**config.mk**
```make
export PLATFORM = sky130hd
export DESIGN_NAME = fifo_reader
export DESIGN_NICKNAME = d
export VERILOG_FILES = /design/src/rtl/fifo_rd_pkg.sv /design/src/rtl/fifo_rd_skid.sv /design/src/rtl/fifo_reader.sv
export SDC_FILE = /design/constraint.sdc
export NUM_CORES = 1
export LEC_CHECK = 0
export BUFFER_PORTS_ARGS = -buffer_cell sky130_fd_sc_hd__buf_2
export CAP_MARGIN = 10
export CORE_MARGIN = 5
export CORE_UTILIZATION = 56
export CTS_CLUSTER_SIZE = 16
export DETAILED_ROUTE_END_ITERATION = 16
export PLACE_DENSITY = 0.82
export SLEW_MARGIN = 20
export SYNTH_ARGS = -nofsm -noshare
export SYNTH_HDL_FRONTEND = slang
export SYNTH_SLANG_ARGS = --single-unit
```
**constraint.sdc**
```tcl
create_clock -name clk -period 3.8 [get_ports clk]
set_input_delay 0.76 -clock clk [delete_from_list [all_inputs] [get_ports clk]]
set_output_delay 0.76 -clock clk [all_outputs]
set_load 0.02 [all_outputs]
```
**src/rtl/fifo_rd_pkg.sv**
```systemverilog
// Shared types for the FIFO pop-side reader: skid-buffer occupancy encoding and depth.
package fifo_rd_pkg;

    localparam int SKID_DEPTH = 2;

    typedef enum logic [1:0] {
        OCC0 = 2'd0,
        OCC1 = 2'd1,
        OCC2 = 2'd2
    } occ_t;

    // Occupancy as a word count, for credit arithmetic.
    function automatic logic [1:0] occ_count(input occ_t occ);
        return occ;
    endfunction

endpackage

```
**src/rtl/fifo_rd_skid.sv**
```systemverilog
// Two-entry skid buffer (head + skid) holding words captured from the FIFO read port
// until the downstream consumer accepts them.
//
//   state | meaning
//   OCC0  | empty, out_valid low
//   OCC1  | head holds a word
//   OCC2  | head and skid both hold words
module fifo_rd_skid
    import fifo_rd_pkg::*;
#(
    parameter int DATA_WIDTH = 1
) (
    input  logic                  clk,
    input  logic                  reset,
    input  logic                  cap,
    input  logic [DATA_WIDTH-1:0] cap_data,
    input  logic                  acc,
    output logic [DATA_WIDTH-1:0] head_data,
    output logic                  head_valid,
    output occ_t                  occ
);

    logic [DATA_WIDTH-1:0] skid_data;

    assign head_valid = (occ != OCC0);

    always_ff @(posedge clk) begin
        if (reset) begin
            occ       <= OCC0;
            head_data <= '0;
            skid_data <= '0;
        end else begin
            case (occ)
                OCC0: begin
                    if (cap) begin
                        head_data <= cap_data;
                        occ       <= OCC1;
                    end
                end
                OCC1: begin
                    if (cap && acc) begin
                        head_data <= cap_data;
                    end else if (cap) begin
                        skid_data <= cap_data;
                        occ       <= OCC2;
                    end else if (acc) begin
                        occ <= OCC0;
                    end
                end
                OCC2: begin
                    // Pop credit keeps a capture from arriving while both entries are full.
                    if (acc) begin
                        head_data <= skid_data;
                        occ       <= OCC1;
                    end
                end
                default: occ <= OCC0;
            endcase
        end
    end

endmodule

```
**src/rtl/fifo_reader.sv**
```systemverilog
// Drains a FIFO read port onto a valid/ready stream with credit-based pops.
// Optional burst marking on out_last is enabled by defining FIFO_RD_LAST_EN.
module fifo_reader
    import fifo_rd_pkg::*;
#(
    parameter int DATA_WIDTH = 1,
    parameter int BURST_LEN  = 4,
    parameter int CNT_WIDTH  = 16
) (
    input  logic                  clk,
    input  logic                  reset,
    input  logic                  fifo_empty,
    output logic                  fifo_pop,
    input  logic [DATA_WIDTH-1:0] fifo_data,
    output logic                  out_valid,
    input  logic                  out_ready,
    output logic [DATA_WIDTH-1:0] out_data,
    output logic                  out_last,
    output logic [CNT_WIDTH-1:0]  rd_count
);

    localparam logic [2:0] DEPTH = 3'(SKID_DEPTH);

    if (BURST_LEN < 1) begin : g_bad_burst_len
        $error("fifo_reader: BURST_LEN must be >= 1");
    end

    logic       inflight;
    logic       acc;
    occ_t       occ;
    logic [2:0] used;
    logic [2:0] limit;

    assign acc   = out_valid && out_ready;
    assign used  = {1'b0, occ_count(occ)} + {2'b00, inflight};
    // A word leaving this cycle frees an entry in time for a pop issued now.
    assign limit = DEPTH + {2'b00, acc};

    assign fifo_pop = !reset && !fifo_empty && (used < limit);

    always_ff @(posedge clk) begin
        if (reset) begin
            inflight <= 1'b0;
            rd_count <= '0;
        end else begin
            inflight <= fifo_pop;
            if (acc) begin
                rd_count <= rd_count + CNT_WIDTH'(1);
            end
        end
    end

    fifo_rd_skid #(
        .DATA_WIDTH(DATA_WIDTH)
    ) u_skid (
        .clk       (clk),
        .reset     (reset),
        .cap       (inflight),
        .cap_data  (fifo_data),
        .acc       (acc),
        .head_data (out_data),
        .head_valid(out_valid),
        .occ       (occ)
    );

`ifdef FIFO_RD_LAST_EN
    localparam int BURST_W = (BURST_LEN > 1) ? $clog2(BURST_LEN) : 1;
    localparam logic [BURST_W-1:0] BURST_LAST = BURST_W'(BURST_LEN - 1);

    logic [BURST_W-1:0] burst_cnt;

    always_ff @(posedge clk) begin
        if (reset) begin
            burst_cnt <= '0;
        end else if (acc) begin
            if (burst_cnt == BURST_LAST) begin
                burst_cnt <= '0;
            end else begin
                burst_cnt <= burst_cnt + BURST_W'(1);
            end
        end
    end

    assign out_last = out_valid && (burst_cnt == BURST_LAST);
`else
    assign out_last = 1'b0;
`endif

endmodule

```
==> impl_summary.md <==
Timing
For the final routed database, the setup TNS stands at 0 ps. The final period utilization is 68.26%. Setup repair after global routing left no endpoint under its margin.

The number of slew-limit violations in the final report is 0. The number of failing hold endpoints at the final stage is 0. The count of final setup violators is 0. After layout, the minimum clock period comes to 2594 ps. The final clock skew is 12.63 ps. Timing would allow up to 385.5 MHz.

Clock tree
The number of clock buffers added by TritonCTS is 3. The clock tree from TritonCTS is yes. The post-CTS resize count is 0. The root buffer cell chosen for the clock tree is sky130_fd_sc_hd__clkbuf_4. Hold repair after CTS inserted 0 buffers.

In this run the number of H-tree levels came out at 1. At the later pin of the worst-skew pair, clock insertion delay measures 310 ps. The CTS sink count is 21.

Once the clock tree was built, the setup fixing pass inserted 0 buffers. Counting along the longest clock path gives a buffer depth of 2. The clock transition at the registers of the reported paths is 120 ps.

Final layout
The share of cells above drive strength 1 is 31.39%. The number of diodes added for antenna fixing is 0. From synthesis to final layout, the design area changed by 12.49%.

Once layout is complete, the utilization of the core stands at 65.10%. The number of fillers in the final layout is 169. The net count of the finished layout is 146. The finished cells cover 0.001251 sq mm.

Detailed routing
The first routing iteration left 7 violations. The antenna violation net count after detailed routing is 0. The detailed-route wire length per cell is 12.49 um.

The routed design has 2.049 mm of wire. Dividing the detail-routed via count by the number of cells gives 5.299. For this run, design rule violations remaining after detail routing come to 0. The first detailed-routing pass ran for 4 iterations. The via count is 869.

Logic synthesis
In this run the mean area of a mapped cell was 9.589 sq um. Synthesis produced 116 cells. The synthesis-stage register bit count is 21. The prevailing post-synth register cell is sky130_fd_sc_hd__dfxtp_1.

In this run, distinct cell masters in the synthesized netlist total 32. The synthesis warning total is 0. The fraction of synthesis flops using an asynchronous set or reset pin is 0%.

The largest total area in the synthesized netlist belongs to sky130_fd_sc_hd__dfxtp_1. By area the synthesized netlist is led by sky130_fd_sc_hd__dfxtp_1 38%, sky130_fd_sc_hd__xnor2_1 7.9%, sky130_fd_sc_hd__nor2_1 7.1%. The synthesized design devotes to its leading area cell type 37.80% of total area. When the netlist entered floorplanning its net count stood at 124. The share of synthesized area occupied by flip-flops and latches is 37.80%. Yosys mapped a number of flops with a built-in enable equal to 0. In this run the cell area of the synthesized design comes to 0.001112 sq mm.

Power and ir drop
After layout, the design draws a total of 0.3669 mW. The peak supply drop is 0.1818 mV. In this run the static leakage power is 0.5058 nW. In this run the power density over the cells is 293.2 mW/mm^2.

Setup path
The critical path is of the reg2out type. The kind of start point of the critical path is a flop. On the critical path, the stage with the largest delay is an instance of sky130_fd_sc_hd__dfxtp_1. The number of cells on the worst reg-to-reg path is 5. At the worst endpoint, the required time is 3040 ps. The type of destination of the critical path is an output port. The worst register-to-register path begins at rd_count[0].

For this run, the slowest stage of the critical path takes 560 ps. The reg-to-reg endpoint is rd_count[14]. At the worst endpoint, the arrival time is 1830 ps. The cell type with the highest occurrence count on the critical path is sky130_fd_sc_hd__ha_1. The setup check on the worst reg-to-reg path leaves a slack of 2300 ps.

Of all nets on the critical path, the largest fanout is 9. The critical path goes through ha_1 > ha_1 > o21ai_0 > nor4b_1 > buf_2.

Placed design
The number of input and output port buffers inserted is 23. The final weighted congestion in routability-driven placement is 0.7254. Summing all placed instances gives a cell area of 0.001224 sq mm. The detailed placement HPWL is 1.508 mm.

Global routing
The number of antenna violations at the first check in global routing is 0. The overall routing resource usage is 16.70%. The wire length of the first global-routing pass is 3.594 mm.

Entering global routing, the biggest net connects 25 pins. The overall overflow remaining after global route is 0. The number of global-route vias before repair came to 818.

Floorplan
The die is 54.57 um wide. After floorplanning, the core was divided into 16 placement rows. Pin placement for this block handled 25 I/O pins.

The floorplan step set the die height to 54.57 um. Once the floorplan was initialized, standard cells occupied 57.88% of the core. The overall die area is 0.002977 sq mm. The standard cell core area is 0.001922 sq mm.

Hold path
The origin of the worst min-delay path is u_skid.skid_data. The type of the tightest min-delay check is reg2reg. The endpoint of the worst hold path is u_skid.skid_data. The worst hold path depth is 2.

Run status
The run finished with clean final reports.

Run
The count of max-cap constraint violations is 0.
sequential cells by signal (all words and copies together), names as in the netlist:
| name | cells |
|---|---|
| u_skid.skid_data | 1 |
| u_skid.head_data | 1 |
| inflight | 1 |
| rd_count | 16 |
| u_skid.occ | 2 |
area by class of cell:
cell class	instances	area (sq um)	share of cell area (%)
multi-input combinational	87	646.9	51.70
sequential	21	420.4	33.60
timing repair buffer	23	115.1	9.200
tap	27	33.78	2.700
clock buffer	3	22.52	1.800
inverter	2	7.507	0.6000
clock inverter	1	5.005	0.4000
metal layers:
metal	vias to the layer above	track usage [%]	wire, um
met5	-	0	0
met1	406	20.10	943
met2	17	28.29	973
li1	442	-	-
met4	0	5.394	23
met3	4	4.905	108
power by group:
group          total, mW  switching [mW]  leakage, nW  internal, mW
sequential         0.229         0.00564        0.170         0.224
combinational     0.0315          0.0200        0.318        0.0116
clock              0.106          0.0666       0.0177        0.0394
Yosys cell counts, types with 3 or more instances:
master / number
sky130_fd_sc_hd__nor2_1: 21
sky130_fd_sc_hd__nand3_1: 6
sky130_fd_sc_hd__nand2_1: 5
sky130_fd_sc_hd__nor4_2: 4
sky130_fd_sc_hd__a21oi_1: 3
sky130_fd_sc_hd__mux2i_1: 3
sky130_fd_sc_hd__nor3_1: 4
sky130_fd_sc_hd__o21ai_0: 3
sky130_fd_sc_hd__xnor2_1: 10
sky130_fd_sc_hd__ha_1: 3
sky130_fd_sc_hd__dfxtp_1: 21
sky130_fd_sc_hd__buf_4: 4
metrics by stage:
stage | worst slack [ps] | hold slack [ps] | instances
3_5_place_dp | 1268 | 478.7 | 160
6_report | 1206 | 493.9 | 164
3_3_place_gp | 1275 | 464.9 | 160
5_1_grt | 1104 | 536.3 | 164
4_1_cts | 1177 | 498.2 | 164
2_1_floorplan | 1118 | 453.1 | 116
how the worst max path moves through the flow:
stage	from	end	slack (ps)	cells past startpoint
finish	u_skid.occ[0]	fifo_pop	1210	5
global route	u_skid.occ[0]	fifo_pop	1100	5
floorplan	out_ready	fifo_pop	1120	4
detailed placement	out_ready	fifo_pop	1270	5
global placement	out_ready	fifo_pop	1270	5
CTS	u_skid.occ[0]	fifo_pop	1180	5
kinds of logic after synthesis:
family	after synthesis	share of synthesized area, %
buffers and inverters	8	4.050
AND/OR/NAND/NOR	55	31.16
flip-flops	21	37.79
AO/OA/AOI/OAI	11	8.436
multiplexers	5	5.400
XOR/XNOR	12	9.449
other	1	0.3371
adder cells (fa/ha/maj)	3	3.375
worst max-delay path: cells and delay by family, from the launching register on:
family                     cells  cell delay, ps
DFF                            1             560
AOI/OAI and AO/OA              1              90
adders and majority gates      2             430
buffers and inverters          1             210
and+or+nand+nor                1             230
placed cells by master, fill, tap and decap left out:
cell	Yosys	routed
sky130_fd_sc_hd__mux2_4	2	2
sky130_fd_sc_hd__dfxtp_1	21	21
sky130_fd_sc_hd__nor3_1	4	4
sky130_fd_sc_hd__clkinv_2	0	1
sky130_fd_sc_hd__nand3_1	6	6
sky130_fd_sc_hd__mux2i_1	3	3
sky130_fd_sc_hd__nor2b_1	2	2
sky130_fd_sc_hd__or3b_2	1	1
sky130_fd_sc_hd__ha_1	3	3
sky130_fd_sc_hd__o2111ai_4	1	1
sky130_fd_sc_hd__nor4_2	4	4
sky130_fd_sc_hd__xor2_1	2	2
sky130_fd_sc_hd__o21ai_0	3	3
sky130_fd_sc_hd__clkbuf_4	0	3
sky130_fd_sc_hd__a211oi_1	2	2
sky130_fd_sc_hd__nor3_2	2	2
sky130_fd_sc_hd__or3_1	1	1
sky130_fd_sc_hd__nor2_4	1	1
sky130_fd_sc_hd__or2_2	1	1
sky130_fd_sc_hd__nand2_1	5	5
sky130_fd_sc_hd__nand3_2	1	1
sky130_fd_sc_hd__conb_1	1	1
sky130_fd_sc_hd__nor4b_1	2	2
sky130_fd_sc_hd__a21oi_1	3	3
sky130_fd_sc_hd__o22ai_1	1	1
sky130_fd_sc_hd__inv_1	2	2
sky130_fd_sc_hd__nor2_1	21	21
sky130_fd_sc_hd__nand3b_1	1	1
sky130_fd_sc_hd__buf_2	0	23
sky130_fd_sc_hd__nand4_4	2	2
sky130_fd_sc_hd__nand2b_1	1	1
sky130_fd_sc_hd__xnor2_1	10	10
sky130_fd_sc_hd__o21ai_4	1	1
No activity file was read; power rests on OpenSTA's default activity.
